===== config.mk =====
export PLATFORM = sky130hd
export DESIGN_NAME = jserial_tx
export DESIGN_NICKNAME = d
export VERILOG_FILES = /design/src/rtl/jserial_pkg.sv /design/src/rtl/jserial_tx_jbaud_tick.sv /design/src/rtl/jserial_tx.sv
export SDC_FILE = /design/constraint.sdc
export NUM_CORES = 1
export LEC_CHECK = 0
export BUFFER_PORTS_ARGS = -buffer_cell sky130_fd_sc_hd__buf_2
export CELL_PAD_IN_SITES_DETAIL_PLACEMENT = 1
export CELL_PAD_IN_SITES_GLOBAL_PLACEMENT = 2
export CORE_MARGIN = 2
export CORE_UTILIZATION = 39
export DETAILED_ROUTE_END_ITERATION = 10
export HOLD_SLACK_MARGIN = 0.06
export PLACE_DENSITY_LB_ADDON = 0.1
export SLEW_MARGIN = 20
export SYNTH_ARGS = -nofsm -noshare
export SYNTH_HDL_FRONTEND = slang
export SYNTH_SLANG_ARGS = --single-unit

===== constraint.sdc =====
create_clock -name clk -period 5 [get_ports clk]
set_clock_uncertainty 0.1 [all_clocks]
set_input_delay 0.75 -clock clk [delete_from_list [all_inputs] [get_ports clk]]
set_output_delay 0.75 -clock clk [all_outputs]
set_load 0.1 [all_outputs]

===== src/rtl/jserial_pkg.sv =====
// Shared types and line-level constants for the jserial framed transmitter.
package jserial_pkg;

    typedef enum logic [2:0] {
        IDLE   = 3'd0,
        START  = 3'd1,
        DATA   = 3'd2,
        PARITY = 3'd3,
        STOP   = 3'd4
    } state_t;

    localparam logic SOUT_IDLE = 1'b1;
    localparam logic START_BIT = 1'b0;
    localparam logic STOP_BIT  = 1'b1;

    localparam int unsigned BAUD_CNT_W = 16;

endpackage


===== src/rtl/jserial_tx_jbaud_tick.sv =====
// Bit-period timer: tick marks the last clock of each DIV-clock bit period,
// pre_tick marks the clock just before a tick so callers can register outputs for it.
module jbaud_tick
    import jserial_pkg::*;
#(
    parameter int DIV = 1
) (
    input  logic clk,
    input  logic rst,
    input  logic en,
    output logic tick,
    output logic pre_tick
);

    localparam logic [BAUD_CNT_W-1:0] LAST = BAUD_CNT_W'(DIV - 1);
    localparam logic [BAUD_CNT_W-1:0] PRE  = (DIV > 1) ? BAUD_CNT_W'(DIV - 2) : '0;

    logic [BAUD_CNT_W-1:0] cnt_q, cnt_d;

    always_comb begin
        cnt_d = '0;
        if (en && (cnt_q != LAST)) begin
            cnt_d = cnt_q + 16'd1;
        end
    end

    always_ff @(posedge clk) begin
        if (!rst) begin
            cnt_q <= '0;
        end else begin
            cnt_q <= cnt_d;
        end
    end

    assign tick     = en && (cnt_q == LAST);
    // With DIV=1 every clock is a boundary, so the next clock is always a tick.
    assign pre_tick = en && (cnt_q == PRE);

endmodule


===== src/rtl/jserial_tx.sv =====
// Framed parallel-to-serial transmitter: start bit, WIDTH data bits, stop bit.
// Define JSERIAL_TX_PARITY_EN to insert an even-parity bit before the stop bit.
module jserial_tx
    import jserial_pkg::*;
#(
    parameter int WIDTH     = 8,
    parameter int DIV       = 1,
    parameter int MSB_FIRST = 0
) (
    input  logic             clk,
    input  logic             rst,
    input  logic [WIDTH-1:0] din,
    input  logic             din_valid,
    output logic             din_ready,
    output logic             sout,
    output logic             busy,
    output logic             done
);

    localparam int BCW = $clog2(WIDTH + 1);
    localparam logic [BCW-1:0] LAST_BIT = BCW'(WIDTH - 1);

    state_t           state_q, state_d;
    logic [WIDTH-1:0] sr_q, sr_d;
    logic [BCW-1:0]   bit_cnt_q, bit_cnt_d;
    logic             sout_q, sout_d;
    logic             ready_q, ready_d;
    logic             busy_q, busy_d;
    logic             done_q, done_d;
`ifdef JSERIAL_TX_PARITY_EN
    logic             parity_q, parity_d;
`endif

    logic baud_en, tick, pre_tick;

    assign baud_en = (state_q != IDLE);

    jbaud_tick #(.DIV(DIV)) u_baud (
        .clk      (clk),
        .rst      (rst),
        .en       (baud_en),
        .tick     (tick),
        .pre_tick (pre_tick)
    );

    function automatic logic [WIDTH-1:0] shift_next(input logic [WIDTH-1:0] v);
        return (MSB_FIRST != 0) ? (v << 1) : (v >> 1);
    endfunction

    function automatic logic head_bit(input logic [WIDTH-1:0] v);
        return (MSB_FIRST != 0) ? v[WIDTH-1] : v[0];
    endfunction

    always_comb begin
        state_d   = state_q;
        sr_d      = sr_q;
        bit_cnt_d = bit_cnt_q;
        sout_d    = sout_q;
        ready_d   = ready_q;
        busy_d    = busy_q;
        done_d    = 1'b0;
`ifdef JSERIAL_TX_PARITY_EN
        parity_d  = parity_q;
`endif
        case (state_q)
            IDLE: begin
                if (din_valid && ready_q) begin
                    state_d   = START;
                    sr_d      = din;
                    bit_cnt_d = '0;
                    sout_d    = START_BIT;
                    ready_d   = 1'b0;
                    busy_d    = 1'b1;
`ifdef JSERIAL_TX_PARITY_EN
                    parity_d  = ^din;
`endif
                end
            end
            START: begin
                if (tick) begin
                    state_d = DATA;
                    sout_d  = head_bit(sr_q);
                end
            end
            DATA: begin
                if (tick) begin
                    if (bit_cnt_q == LAST_BIT) begin
`ifdef JSERIAL_TX_PARITY_EN
                        state_d = PARITY;
                        sout_d  = parity_q;
`else
                        state_d = STOP;
                        sout_d  = STOP_BIT;
`endif
                    end else begin
                        sr_d      = shift_next(sr_q);
                        bit_cnt_d = bit_cnt_q + 1'b1;
                        sout_d    = head_bit(shift_next(sr_q));
                    end
                end
            end
`ifdef JSERIAL_TX_PARITY_EN
            PARITY: begin
                if (tick) begin
                    state_d = STOP;
                    sout_d  = STOP_BIT;
                end
            end
`endif
            STOP: begin
                if (tick) begin
                    state_d = IDLE;
                    sout_d  = SOUT_IDLE;
                    ready_d = 1'b1;
                    busy_d  = 1'b0;
                end
            end
            default: begin
                state_d = IDLE;
                sout_d  = SOUT_IDLE;
                ready_d = 1'b1;
                busy_d  = 1'b0;
            end
        endcase
        // done is registered, so it is raised one clock ahead of the final stop clock.
        if ((state_d == STOP) && pre_tick) begin
            done_d = 1'b1;
        end
    end

    always_ff @(posedge clk) begin
        if (!rst) begin
            state_q   <= IDLE;
            sr_q      <= '0;
            bit_cnt_q <= '0;
            sout_q    <= SOUT_IDLE;
            ready_q   <= 1'b1;
            busy_q    <= 1'b0;
            done_q    <= 1'b0;
`ifdef JSERIAL_TX_PARITY_EN
            parity_q  <= 1'b0;
`endif
        end else begin
            state_q   <= state_d;
            sr_q      <= sr_d;
            bit_cnt_q <= bit_cnt_d;
            sout_q    <= sout_d;
            ready_q   <= ready_d;
            busy_q    <= busy_d;
            done_q    <= done_d;
`ifdef JSERIAL_TX_PARITY_EN
            parity_q  <= parity_d;
`endif
        end
    end

    assign sout      = sout_q;
    assign din_ready = ready_q;
    assign busy      = busy_q;
    assign done      = done_q;

endmodule


---- After elaboration in Yosys (flattened, before gate mapping) ----
Cells that the tools add are included.
word-level totals
  output and inout bits ................... 4
  logic and storage cells ................. 60
  input port bits ......................... 11
  register bits ........................... 35
operators by class
  bitwise logic cells ..................... 1
  reduce and logical (&&, ||, !) cells .... 14
  equality and inequality tests ........... 10
  multiplexer cells ....................... 25
  add/sub/neg operators ................... 2
operators by type and width
  operator                                             count
  two-way mux 8 bit                                    3
  adder 16 x 1 -> 16 bit, second input constant        1
  zero test 16 bit                                     1
  case mux 8 bit (2 select lines)                      1
  nonzero test 16 bit                                  1
  two-way mux 3 bit                                    5
  two-way mux 4 bit                                    3
  case mux 3 bit (4 select lines)                      1
  != test 2 bit, second input constant                 5
  two-way mux 1 bit                                    8
  case mux 4 bit (2 select lines)                      1
  AND reduction 4 bit                                  2
  equality test 3 bit, second input constant           2
  case mux 1 bit (3 select lines)                      2
  adder 4 x 1 -> 4 bit, second input constant          1
  equality test 4 x 3 -> 1 bit, second input constant  1
  logical AND 1 bit                                    4
  case mux 1 bit (4 select lines)                      1
  equality test 3 x 1 -> 1 bit, second input constant  1
  equality test 3 x 2 -> 1 bit, second input constant  1
  zero test 3 bit                                      1
  AND reduction 3 bit                                  1
  nonzero test 3 bit                                   1
  AND reduction 2 bit                                  1
  other kinds (3)                                      3

---- Depth between registers and ports, before layout ----
  word-level depth ........................ 7
  gate-level depth with buffers ........... 7
  depth with buffers taken out ............ 6

---- Hierarchy ----
Synthesis repeated with hierarchy kept, for this count alone.
unflattened totals
  cell total of the unflattened synthesis .. 193
  area total of the unflattened synthesis .. 1739.2 um^2
by module, submodules not included
  module      area an instance (um^2)  instances  cells each  seq. area each (um^2)
  jserial_tx  979.7                    1          105         380.4
  jbaud_tick  759.5                    1          88          320.3

---- Least setup slack after synthesis ----
OpenSTA, ideal clock, no wires.
  path type ............................... flip-flop to flip-flop
  start ................................... reg ready_q, in the netlist din_ready
  end ..................................... reg bit_cnt_q[3]
  slack ................................... 3014 ps
  setup time .............................. 140 ps
  data required time ...................... 4760 ps
  arrival ................................. 1746 ps
  period minus slack after synthesis ...... 1986 ps
  stages on the path, launching flop included .. 5
  path buffers ............................ 0
  cells stage by stage .................... dfxtp_1 -> nand4bb_1 -> or2_2 -> o21ai_0 -> a311oi_1
on the way
  longest elaborated chain between the ends .. 3
RTL lines
  element                        line               RTL
  start: declaration             jserial_tx.sv:27   logic ready_q, ready_d;
  start signal: assignment       jserial_tx.sv:148  ready_q <= ready_d;
  logical AND 1 bit              jserial_tx.sv:67   if (din_valid && ready_q) begin
  != test 2 bit (no line)        -
  AND reduction 4 bit (no line)  -
  end signal: assignment         jserial_tx.sv:146  bit_cnt_q <= bit_cnt_d;
  end: declaration               jserial_tx.sv:25   logic [BCW-1:0] bit_cnt_q, bit_cnt_d;
Every way passes these cells.
A chain may end at the register's enable or synchronous reset.

---- Worst setup path in the final report ----
  start ................................... reg state_q[1]
  end ..................................... reg bit_cnt_q[3]
on the way
  longest elaborated chain between the ends .. 4
  elaborated cells between the ends (all ways) .. 10
  those cells by class .................... eq/ne (4); mux (1); reduce/logical (5)
RTL lines
  element                        line                         RTL
  start: declaration             jserial_tx.sv:23             state_t state_q, state_d;
  start signal: assignment       jserial_tx.sv:144            state_q <= state_d;
  nonzero test 3 bit             jserial_tx.sv:36             assign baud_en = (state_q != IDLE);
  logical AND 1 bit              jserial_tx_jbaud_tick.sv:35  assign tick = en && (cnt_q == LAST);
  != test 2 bit (no line)        -
  AND reduction 4 bit (no line)  -
Several ways; a longest one is shown, not always the timed one.

==> results.toml <==
[floorplanning]
core_area_um2 = 4410
die_area_um2 = 5210
die_width_um = 72.2
pin_count = 15
die_h_um = 72.2
num_rows = 24
start_util_pct = 41.0

[status]
status = "completed"

[cells_and_area]
register_area_um2 = 701
syn_to_final_growth_pct = 11.7
num-fill-cells = 530
multi_input_area_um2 = 1030
fin_cells = 271
final_nets = 232
layout_common_cells = "35 x dfxtp_1, 24 x nor2_1, 14 x buf_2"
num_antenna_cells = 0
final_util_pct = 45.9
drive_gt1_share_pct = 15.1
layout_commonest_cell = "dfxtp_1"

[placed_design]
numPortBuffers = 14
dp_slack_ps = 2560
dp_hpwl_um = 3120
dp_cells = 263
place_congestion = 0.789

[routing]
vias_per_cell = 5.64
remaining_drc_errors = 0
drt_iter0_drc = 28
routed_wl_um = 4280
wl_per_cell_um = 15.8
ant_nets = 0
vias = 1528
firstDrtPassIters = 4

[timing]
final-setup-viol-count = 0
max_freq_mhz = 416
finalHoldViolCount = 0
slew_headroom_pct = 53.8
period_share_pct = 48.1
worst_pin_slew_ps = 690
maxSlewViolCount = 0
fin_ws_ps = 2600
tns_ps = 0
layout_min_cycle_time_ps = 2400
rsz0062_at_grt = "false"
hold_ws_ps = 362

[synthesis]
async_reset_ff_share_pct = 0
postSynthCellCount = 206
syn-cell-area_um2 = 1810
yosys_warnings = 0
synthesis.nets = 220
synth_edf_count = 0
yosysUniqueCellTypes = 45
avgSynthCellArea_um2 = 8.79
ys_ff_latch = 35
synth_flop_cell = "dfxtp_1"
yosysSeqAreaShare_pct = 38.7

[power_and_ir_drop]
p_sw_mw = 0.221
combPwrFrac_pct = 19.1
p_leak_nw = 0.702
swShare_pct = 30.2
pwr_density_cell_nw_per_um2 = 361
peakVddDrop_uv = 181
seqPwrFrac_pct = 43.8
clock_power_share_pct = 37.1
p_int_mw = 0.510

[setup_path]
endpoint = "bit_cnt_q[3]"
slowest_delay_ps = 660
crit_family = "simple AND/OR/NAND/NOR gates"
startpoint = "state_q[1]"
required_ps = 5060
crit_buf_inv = 1
cp-start-kind = "flip-flop"
r2r_cells = 5
regToRegSetupSlack_ps = 2600
worst_ep_arrival_time_ps = 2460
critPathSlowestCell = "nor3b_2"
r2r-end = "bit_cnt_q[3]"
cp-end-kind = "flip-flop"
cp_cell_sequence = "nor3b_2, buf_4, nand2_1, o21ai_0, a311oi_1"
cp_num_cells = 5
crit_type = "reg2reg"
critPathMaxFanout = 14
r2r_start = "state_q[1]"

[worst_hold_path]
worst_hold_path_type = "reg2reg"

[clock_tree]
cts_buffers = 5
path_clk_slew_ps = 80
numClockSinks = 35
root_buffer = "clkbuf_8"
ctsResizeCount = 0
postCtsHoldBufs = 0
cts_setup_buffers = 0
insertion_delay_ps = 290
clk_path_buf_depth = 2
cts_tree = "built"
htree_num_levels = 2

[grt]
grt_pass1_wl_um = 7560
antenna_found_initial = 0
grt_max_degree = 19
grtUsageTotal_pct = 18.5
grt_overflow = 0
grt_pass1_vias = 1656

[run]
maxCapViolCount = 0
==> logic make-up after synthesis <==
family	share of synthesized area, %
flops	38.7
xor+xnor	7.25
buf+inv	4.28
compound gates	14.4
mux	4.42
simple gates	28.9
fa+ha+maj	2.07
==> synthesized netlist by cell type, drive strengths merged (2+ instances only) <==
cell,number,area share [%]
clkbuf,7,1.5
o21ai,7,1.9
o31a,2,0.97
and2,3,1.0
nand2b,9,3.1
a211oi,5,2.3
xor2,6,2.9
nor4,8,3.9
dfxtp,35,39
mux2i,8,4.4
nor3,3,0.83
nand4,8,3.1
nor2,24,5.0
a31oi,2,0.69
and4,2,1.1
a21oi,8,2.4
nand2,13,2.7
nand3b,3,1.2
nand3,8,2.2
ha,3,2.1
buf,3,1.2
inv,7,1.5
xnor2,9,4.4
o211ai,8,3.3
==> worst reg2reg max path: cells and delay by family, from the launching register on <==
kind | cells | cell delay, ps
AND/OR/NAND/NOR | 2 | 750
AO/OA/AOI/OAI | 2 | 590
flip-flops | 1 | 540
buffers and inverters | 1 | 280
==> metal layers <==
| layer | global-route usage (%) | share of wire, % |
|---|---|---|
| met1 | 20.7 | 43 |
| met2 | 33.8 | 53 |
| met3 | 4.44 | 2.5 |
| met4 | 6.50 | 1.5 |
| met5 | 0 | 0 |
==> power groups by stage <==
| stage | Combinational [mW] | Sequential [mW] | Clock [mW] |
|---|---|---|---|
| final | 0.140 | 0.320 | 0.271 |
| after global routing | 0.152 | 0.324 | 0.289 |
| after global placement | 0.138 | 0.325 | 0 |
| after detailed placement | 0.141 | 0.326 | 0 |
| after CTS | 0.142 | 0.320 | 0.279 |
| after floorplan | 0.0850 | 0.351 | 0 |
==> worst min path at each step <==
stage / startpoint / to / slack, ps / cells past startpoint
3_5_place_dp: sr_q[3] / sr_q[3] / 360 / 2
4_1_cts: sr_q[3] / sr_q[3] / 370 / 2
5_1_grt: sr_q[5] / sr_q[5] / 390 / 2
6_report: sr_q[3] / sr_q[3] / 360 / 2
2_1_floorplan: sr_q[2] / sr_q[2] / 330 / 2
3_3_place_gp: sr_q[4] / sr_q[4] / 340 / 2
==> area by class of cell <==
cell class / count / area share [%]
repair buffers: 15 / 3.83
clock buffers: 6 / 4.08
well taps: 52 / 3.21
inverters: 8 / 1.48
clock inverters: 2 / 1.73
flip-flops and latches: 35 / 34.6
multi-input cells: 153 / 51.1
==> state kept, by name (all words and copies together) (netlist names) <==
register and cells:
din_ready 1, bit_cnt_q 4, sr_q 8, u_baud.cnt_q 16, state_q 3, done 1, busy 1, sout 1
==> per-stage QoR <==
stage / power, mW / cell area [µm²]
floorplan: 0.436 / 1810
global placement: 0.462 / 1910
detailed placement: 0.467 / 1910
CTS: 0.740 / 2020
global route: 0.764 / 2020
finish: 0.731 / 2020
Power figures use the tool's default switching activity.
